[config.mk]
export PLATFORM = sky130hd
export DESIGN_NAME = bcd_binary
export DESIGN_NICKNAME = d
export VERILOG_FILES = /design/src/rtl/bcd_binary.sv
export SDC_FILE = /design/constraint.sdc
export NUM_CORES = 1
export LEC_CHECK = 0
export CAP_MARGIN = 10
export CORE_MARGIN = 5
export CORE_UTILIZATION = 40
export CTS_BUF_LIST = sky130_fd_sc_hd__clkbuf_4
export CTS_CLUSTER_SIZE = 12
export DETAILED_ROUTE_END_ITERATION = 12
export GPL_TIMING_DRIVEN = 1
export PLACE_DENSITY = 0.64
export SYNTH_ARGS = -nofsm -noshare
export SYNTH_HDL_FRONTEND = slang
export SYNTH_SLANG_ARGS = --single-unit
[constraint.sdc]
create_clock -name clk -period 1.5 [get_ports clk]
set_clock_uncertainty 0.05 [all_clocks]
set_input_delay 0.3 -clock clk [delete_from_list [all_inputs] [get_ports clk]]
set_output_delay 0.3 -clock clk [all_outputs]
set_load 0.005 [all_outputs]
[src/rtl/bcd_binary.sv]
// Converts three BCD digits to an 8-bit binary value by reverse double-dabble, one bit per clock.
// Latency: done pulses 10 cycles after an accepted start for valid input, 2 cycles for invalid input.
// No backpressure: start is only taken in IDLE; starts during a conversion are dropped, not queued.
module bcd_binary (
   input  logic       clk,
   input  logic       rst,
   input  logic       start,
   input  logic [3:0] hundreds,
   input  logic [3:0] tens,
   input  logic [3:0] ones,
   output logic [7:0] binary,
   output logic       busy,
   output logic       done,
   output logic       err
);

   typedef enum logic [1:0] {
      IDLE  = 2'd0,
      SHIFT = 2'd1,
      DONE  = 2'd2
   } state_t;

   state_t      state;
   state_t      state_nxt;
   logic [2:0]  count;
   logic [11:0] bcd;
   logic [7:0]  sr;
   logic        errf;
   logic        invalid;
   logic [19:0] shifted;
   logic [11:0] bcd_adj;

   // Digits >= 8 after a right shift held a carried-in half-ten; removing 3 restores valid BCD.
   function automatic logic [3:0] adj(input logic [3:0] d);
      return (d >= 4'd8) ? (d - 4'd3) : d;
   endfunction

   // Range check on the raw port digits: any non-BCD digit or a value above 255.
   always_comb begin
      invalid = (hundreds > 4'd9) || (tens > 4'd9) || (ones > 4'd9) ||
                (hundreds > 4'd2) ||
                ((hundreds == 4'd2) && (tens > 4'd5)) ||
                ((hundreds == 4'd2) && (tens == 4'd5) && (ones > 4'd5));
   end

   // One reverse double-dabble step: shift the BCD/result pair right, then correct each digit.
   always_comb begin
      shifted = {bcd, sr} >> 1;
      bcd_adj = {adj(shifted[19:16]), adj(shifted[15:12]), adj(shifted[11:8])};
   end

   // Next-state logic.
   always_comb begin
      state_nxt = state;
      case (state)
         IDLE:    if (start) state_nxt = invalid ? DONE : SHIFT;
         SHIFT:   if (count == 3'd7) state_nxt = DONE;
         DONE:    state_nxt = IDLE;
         default: state_nxt = IDLE;
      endcase
   end

   // State register.
   always_ff @(posedge clk) begin
      if (rst) state <= IDLE;
      else     state <= state_nxt;
   end

   // Datapath and registered outputs.
   always_ff @(posedge clk) begin
      if (rst) begin
         count  <= 3'd0;
         bcd    <= 12'd0;
         sr     <= 8'd0;
         errf   <= 1'b0;
         binary <= 8'd0;
         busy   <= 1'b0;
         done   <= 1'b0;
         err    <= 1'b0;
      end else begin
         done <= 1'b0;
         case (state)
            IDLE: begin
               if (start) begin
                  bcd   <= {hundreds, tens, ones};
                  sr    <= 8'd0;
                  count <= 3'd0;
                  busy  <= 1'b1;
                  errf  <= invalid;
               end
            end
            SHIFT: begin
               bcd   <= bcd_adj;
               sr    <= shifted[7:0];
               count <= count + 3'd1;
            end
            DONE: begin
               binary <= errf ? 8'd0 : sr;
               err    <= errf;
               done   <= 1'b1;
               busy   <= 1'b0;
            end
            default: begin
            end
         endcase
      end
   end

endmodule

==> results.json, run 1 <==
{
  "die_h_um": 74.9,
  "nets": 261,
  "die_w_um": 74.9,
  "maxSlewHeadroom_pct": 77.0,
  "rsz0062_at_grt": "false",
  "vias_per_cell": 5.14,
  "grt.total_usage_pct": 14.8,
  "fin_util_pct": 55.3,
  "rows": 23,
  "synth_cell_types": 35,
  "tightest_slew_ps": 345,
  "place_hpwl_um": 2770,
  "routabilityCongestion": 0.809,
  "initial_core_util_pct": 41.8,
  "synth-warning-count": 0,
  "yosys-top-cells-count": "nor2_1, dfxtp_1, a21oi_1",
  "antenna_found_initial": 0,
  "vias": 1490,
  "endpoint_kind": "flip-flop",
  "max_freq_mhz": 710,
  "grt_max_degree": 20,
  "cts-root-buf": "clkbuf_4",
  "setup_viol": 0,
  "layout-drive-gt1-share_pct": 20.4,
  "io_buffers": 25,
  "ioPinCount": 26,
  "instances_no_fill": 290,
  "multi_input_area_um2": 853,
  "slew_violations": 0,
  "cts_sinks": 37,
  "async_flop_share_pct": 0,
  "leakagePower_nw": 0.963,
  "fp.dieArea_mm2": 0.00561,
  "ys_seq_area_share_pct": 44.0,
  "status": "finished clean",
  "ys_top_cells_by_area": "dfxtp_1, nor2_1, a21oi_1, a22oi_1, ha_1",
  "finalCritPeriodShare_pct": 93.9,
  "wirelength_um": 3760,
  "syn-instance-count": 195,
  "core_area_mm2": 0.00403,
  "hold_buffers": 0,
  "post-route-min-period_ps": 1410,
  "synth_area_leader_cell": "dfxtp_1",
  "path_max_fanout": 7,
  "drtPass1Iterations": 4,
  "tns_ps": 0,
  "dp.cells": 282,
  "drc": 0,
  "dp_slack_ps": -301,
  "synth_edf_count": 0,
  "yosysTopAreaCellShare_pct": 44.0,
  "regArea_um2": 756,
  "wl_per_cell_um": 13.0,
  "worstPathArrival_ps": 1610,
  "hold_viol": 0,
  "avgSynthCellArea_um2": 8.64,
  "cp-start-kind": "primary input",
  "ys_ff_latch": 37,
  "num-fill-cells": 390,
  "antennaDiodeCount": 0,
  "grt_first_pass_wirelength_um": 6400,
  "detail-route-antenna-nets": 0,
  "grt-ovfl-total": 0,
  "numCtsBuffers": 5,
  "drtIter0Drc": 98,
  "clkTransAtPathRegs_ps": 110,
  "path_class": "in -> reg",
  "clk_latency_ps": 330,
  "hold_class": "reg -> reg",
  "syn_to_final_growth_pct": 32.2,
  "required_ps": 1700,
  "setup_ws_ps": 90.9,
  "synthFlopType": "dfxtp_1",
  "powerDensity_mw_per_mm2": 900,
  "cts_tree": "built",
  "cap_violations": 0,
  "grt_pass1_vias": 1386,
  "syn_nets": 216,
  "clk_path_buf_depth": 2,
  "h-tree-depth": 2,
  "irDropWorstVdd_mv": 0.572,
  "mappedNetlistArea_mm2": 0.00168,
  "post-synth-top-count-cell": "nor2_1"
}
==> routing by layer <==
layer  track usage, %  wire [um]
met1             20.5       1870
met2             21.8       1700
met3             3.60        150
met4             6.72         46
met5                0          0
==> cells by family (layout without fill, tap and decap cells) <==
kind of cell	after synthesis	after routing	synth area share, %
DFF	37	37	44.0
xor gates and xnor gates	4	4	2.08
buffers and inverters	20	65	5.35
adders and majority gates	6	6	4.46
and+or+nand+nor	76	76	22.3
AOI/OAI and AO/OA	51	51	21.2
muxes	1	1	0.594
==> power breakdown <==
group	leakage, nW	switching, mW	internal, mW
registers	0.307	0.0296	1.02
clock network	0.0410	0.313	0.339
logic	0.615	0.147	0.156
total	0.963	0.489	1.51
==> worst max-delay path: stages <==
cell and delay (ps):
clkdlybuf4s50_1 480, buf_4 130, nor2b_4 140, and2b_2 240
nand2b_1 90, o31ai_1 220
==> metrics by stage <==
stage / cell area [um^2] / hold slack, ps / total power [mW]
2_1_floorplan: 1680 / 394 / 1.22
3_3_place_gp: 2150 / 422 / 1.37
3_5_place_dp: 2150 / 425 / 1.38
4_1_cts: 2220 / 440 / 2.04
5_1_grt: 2230 / 455 / 2.11
6_report: 2230 / 431 / 2.00
==> layout make-up <==
| type | count | area share, % |
|---|---|---|
| Sequential cell | 37 | 33.9 |
| Multi-Input combinational cell | 138 | 38.3 |
| Timing Repair Buffer | 51 | 20.5 |
| Inverter | 7 | 1.18 |
| Tap cell | 50 | 2.81 |
| Clock buffer | 5 | 1.69 |
| Clock inverter | 2 | 1.57 |
==> final timing paths <==
kind,cells after the start,slack (ps),start,end
max,6,90,start,state[0]
min,2,430,binary[7],binary[7]
max reg2reg,5,110,state[0],sr[4]
min reg2reg,2,430,binary[7],binary[7]
==> state kept, by name (all words and copies together), names as in the netlist <==
name / flops
count: 3
binary: 8
state: 2
busy: 1
done: 1
sr: 8
err: 1
errf: 1
bcd: 12
==> cells in the final DEF (no fill, tap or decap), types with 3 or more instances in the layout <==
cell type / count
clkdlybuf4s50_1: 14
dlygate4sd2_1: 11
nand2_1: 7
o31ai_1: 3
o21ai_0: 3
a21oi_1: 17
a22oi_1: 11
a211oi_1: 6
clkbuf_4: 5
dfxtp_1: 25
buf_4: 24
inv_1: 7
nor3b_1: 8
nor2_1: 43
ha_1: 6
nand2b_1: 5
dfxtp_2: 12
==> repair_timing <==
| action | 4_1_cts | 5_1_grt |
|---|---|---|
| setup buffers | 1 | 0 |
| pin swaps | 0 | 1 |
| endpoints found under the setup margin | 11 | 5 |
| gates resized for setup | 21 | 3 |
No activity file was read; power rests on OpenSTA's default activity.
==> run 2, diff against run 1 <==
- CELL_PAD_IN_SITES_DETAIL_PLACEMENT: not set -> 1
- CELL_PAD_IN_SITES_GLOBAL_PLACEMENT: not set -> 1
- PLACE_DENSITY: 0.64 -> 0.81
==> run 2 against run 1 <==
  * Non-clock buffer count shrank 5
  * Total power is 3.7% higher
  * Highest routed layer unchanged
  * Sequential power is essentially flat
  * Routed wire length increased by 31%
==> results.json, run 2 (same netlist as run 1, synthesis figures left out) <==
{
  "status": "finished clean",
  "dpl-instance-area_mm2": 0.00210,
  "path_max_fanout": 9,
  "cts-root-buf": "clkbuf_4",
  "multi_input_area_um2": 853,
  "routabilityCongestion": 0.775,
  "hold_viol": 0,
  "finalCritPeriodShare_pct": 97.7,
  "numCtsBuffers": 5,
  "rsz0062_at_grt": "false",
  "die_w_um": 74.9,
  "core_area_mm2": 0.00403,
  "drc": 0,
  "p_total_mw": 2.08,
  "grt-ovfl-total": 0,
  "dr_wl_met3_um": 175,
  "grt_first_pass_wirelength_um": 8290,
  "cts_sinks": 37,
  "powerDensity_mw_per_mm2": 949,
  "cp_common_cell": "nor2_1",
  "nets": 256,
  "layout-drive-gt1-share_pct": 19.5,
  "ioPinCount": 26,
  "cts_setup_buffers": 0,
  "critPathBufInv": 2,
  "setup_viol": 0,
  "maxSlewHeadroom_pct": 74.3,
  "clk_latency_ps": 350,
  "critPathMaxStageDelay_ps": 490,
  "dr.max_layer_used": "met4",
  "path_class": "in -> reg",
  "clk_path_buf_depth": 2,
  "max_freq_mhz": 683,
  "drt-met1-wl_um": 2060,
  "h-tree-depth": 2,
  "clkTransAtPathRegs_ps": 120,
  "wirelength_um": 4930,
  "detail-route-antenna-nets": 0,
  "final_cell_mix": "nor2_1, dfxtp_1, buf_4",
  "grt.total_usage_pct": 19.6,
  "die_h_um": 74.9,
  "dp_slack_ps": -315,
  "instances_no_fill": 286,
  "slowest_stage": "clkdlybuf4s50_1",
  "final_area_mm2": 0.00219,
  "cts_tree": "built",
  "reg.largest.list": "bcd (12), binary (8), sr (8)",
  "rows": 23,
  "antenna_found_initial": 0,
  "vias": 1561,
  "grt_max_degree": 21,
  "wl_per_cell_um": 17.3,
  "largest_reg_flops": 12,
  "antennaDiodeCount": 0,
  "worstPathArrival_ps": 1660,
  "initial_core_util_pct": 41.8,
  "hold_class": "reg -> reg",
  "regArea_um2": 757,
  "fp.dieArea_mm2": 0.00561,
  "tns_ps": 0,
  "post-route-min-period_ps": 1460,
  "met2_wirelength_um": 2630,
  "setup_ws_ps": 35.2,
  "final_common_cell": "nor2_1",
  "drtPass1Iterations": 4,
  "endpoint_kind": "flip-flop",
  "top_register": "bcd",
  "required_ps": 1690,
  "tightest_slew_ps": 385,
  "syn_to_final_growth_pct": 30.0,
  "cp-start-kind": "primary input",
  "holdWs_ps": 439,
  "slew_violations": 0,
  "fin_util_pct": 54.3,
  "num-fill-cells": 473,
  "dp.cells": 278,
  "irDropWorstVdd_mv": 0.577,
  "drtIter0Drc": 93,
  "grt_pass1_vias": 1746,
  "vias_per_cell": 5.46,
  "cap_violations": 0,
  "io_buffers": 25,
  "crit_chain": "clkdlybuf4s50_1 > nor2_1 > or2_1 > buf_4 > a22oi_1 > nor2_1",
  "leakagePower_nw": 0.933,
  "place_hpwl_um": 3560,
  "cpLargestDelayFamily": "buffers and inverters"
}
## run 2: final timing paths
kind / start / end / slack [ps] / cells after the start
setup / recovery: start / sr[0] / 40 / 6
hold / removal: count[0] / count[0] / 440 / 1
setup reg to reg: bcd[2] / bcd[2] / 70 / 5
hold reg to reg: count[0] / count[0] / 440 / 1
## run 2: power breakdown
group	internal, mW	switching (mW)	total [mW]
clock network	0.353	0.366	0.719
logic	0.146	0.159	0.305
registers	1.02	0.0338	1.05
## run 2: cell type report
type	instances	area share, %
Clock buffer	5	1.71
Sequential cell	37	34.6
Multi-Input combinational cell	138	39.0
Clock inverter	3	2.11
Inverter	7	1.20
Tap cell	50	2.86
Timing Repair Buffer	46	18.6
## run 2: per-layer routing
| layer | vias to the layer above | global-route usage [%] |
|---|---|---|
| met3 | 7 | 4.54 |
| met5 | - | 0 |
| met1 | 773 | 22.3 |
| met4 | 0 | 6.13 |
| li1 | 755 | - |
| met2 | 26 | 35.9 |
## run 2: repair_timing
action,CTS,global route
endpoints found under the setup margin,13,6
gates resized for setup,24,1
pin swaps,0,2
hold buffers,0,0
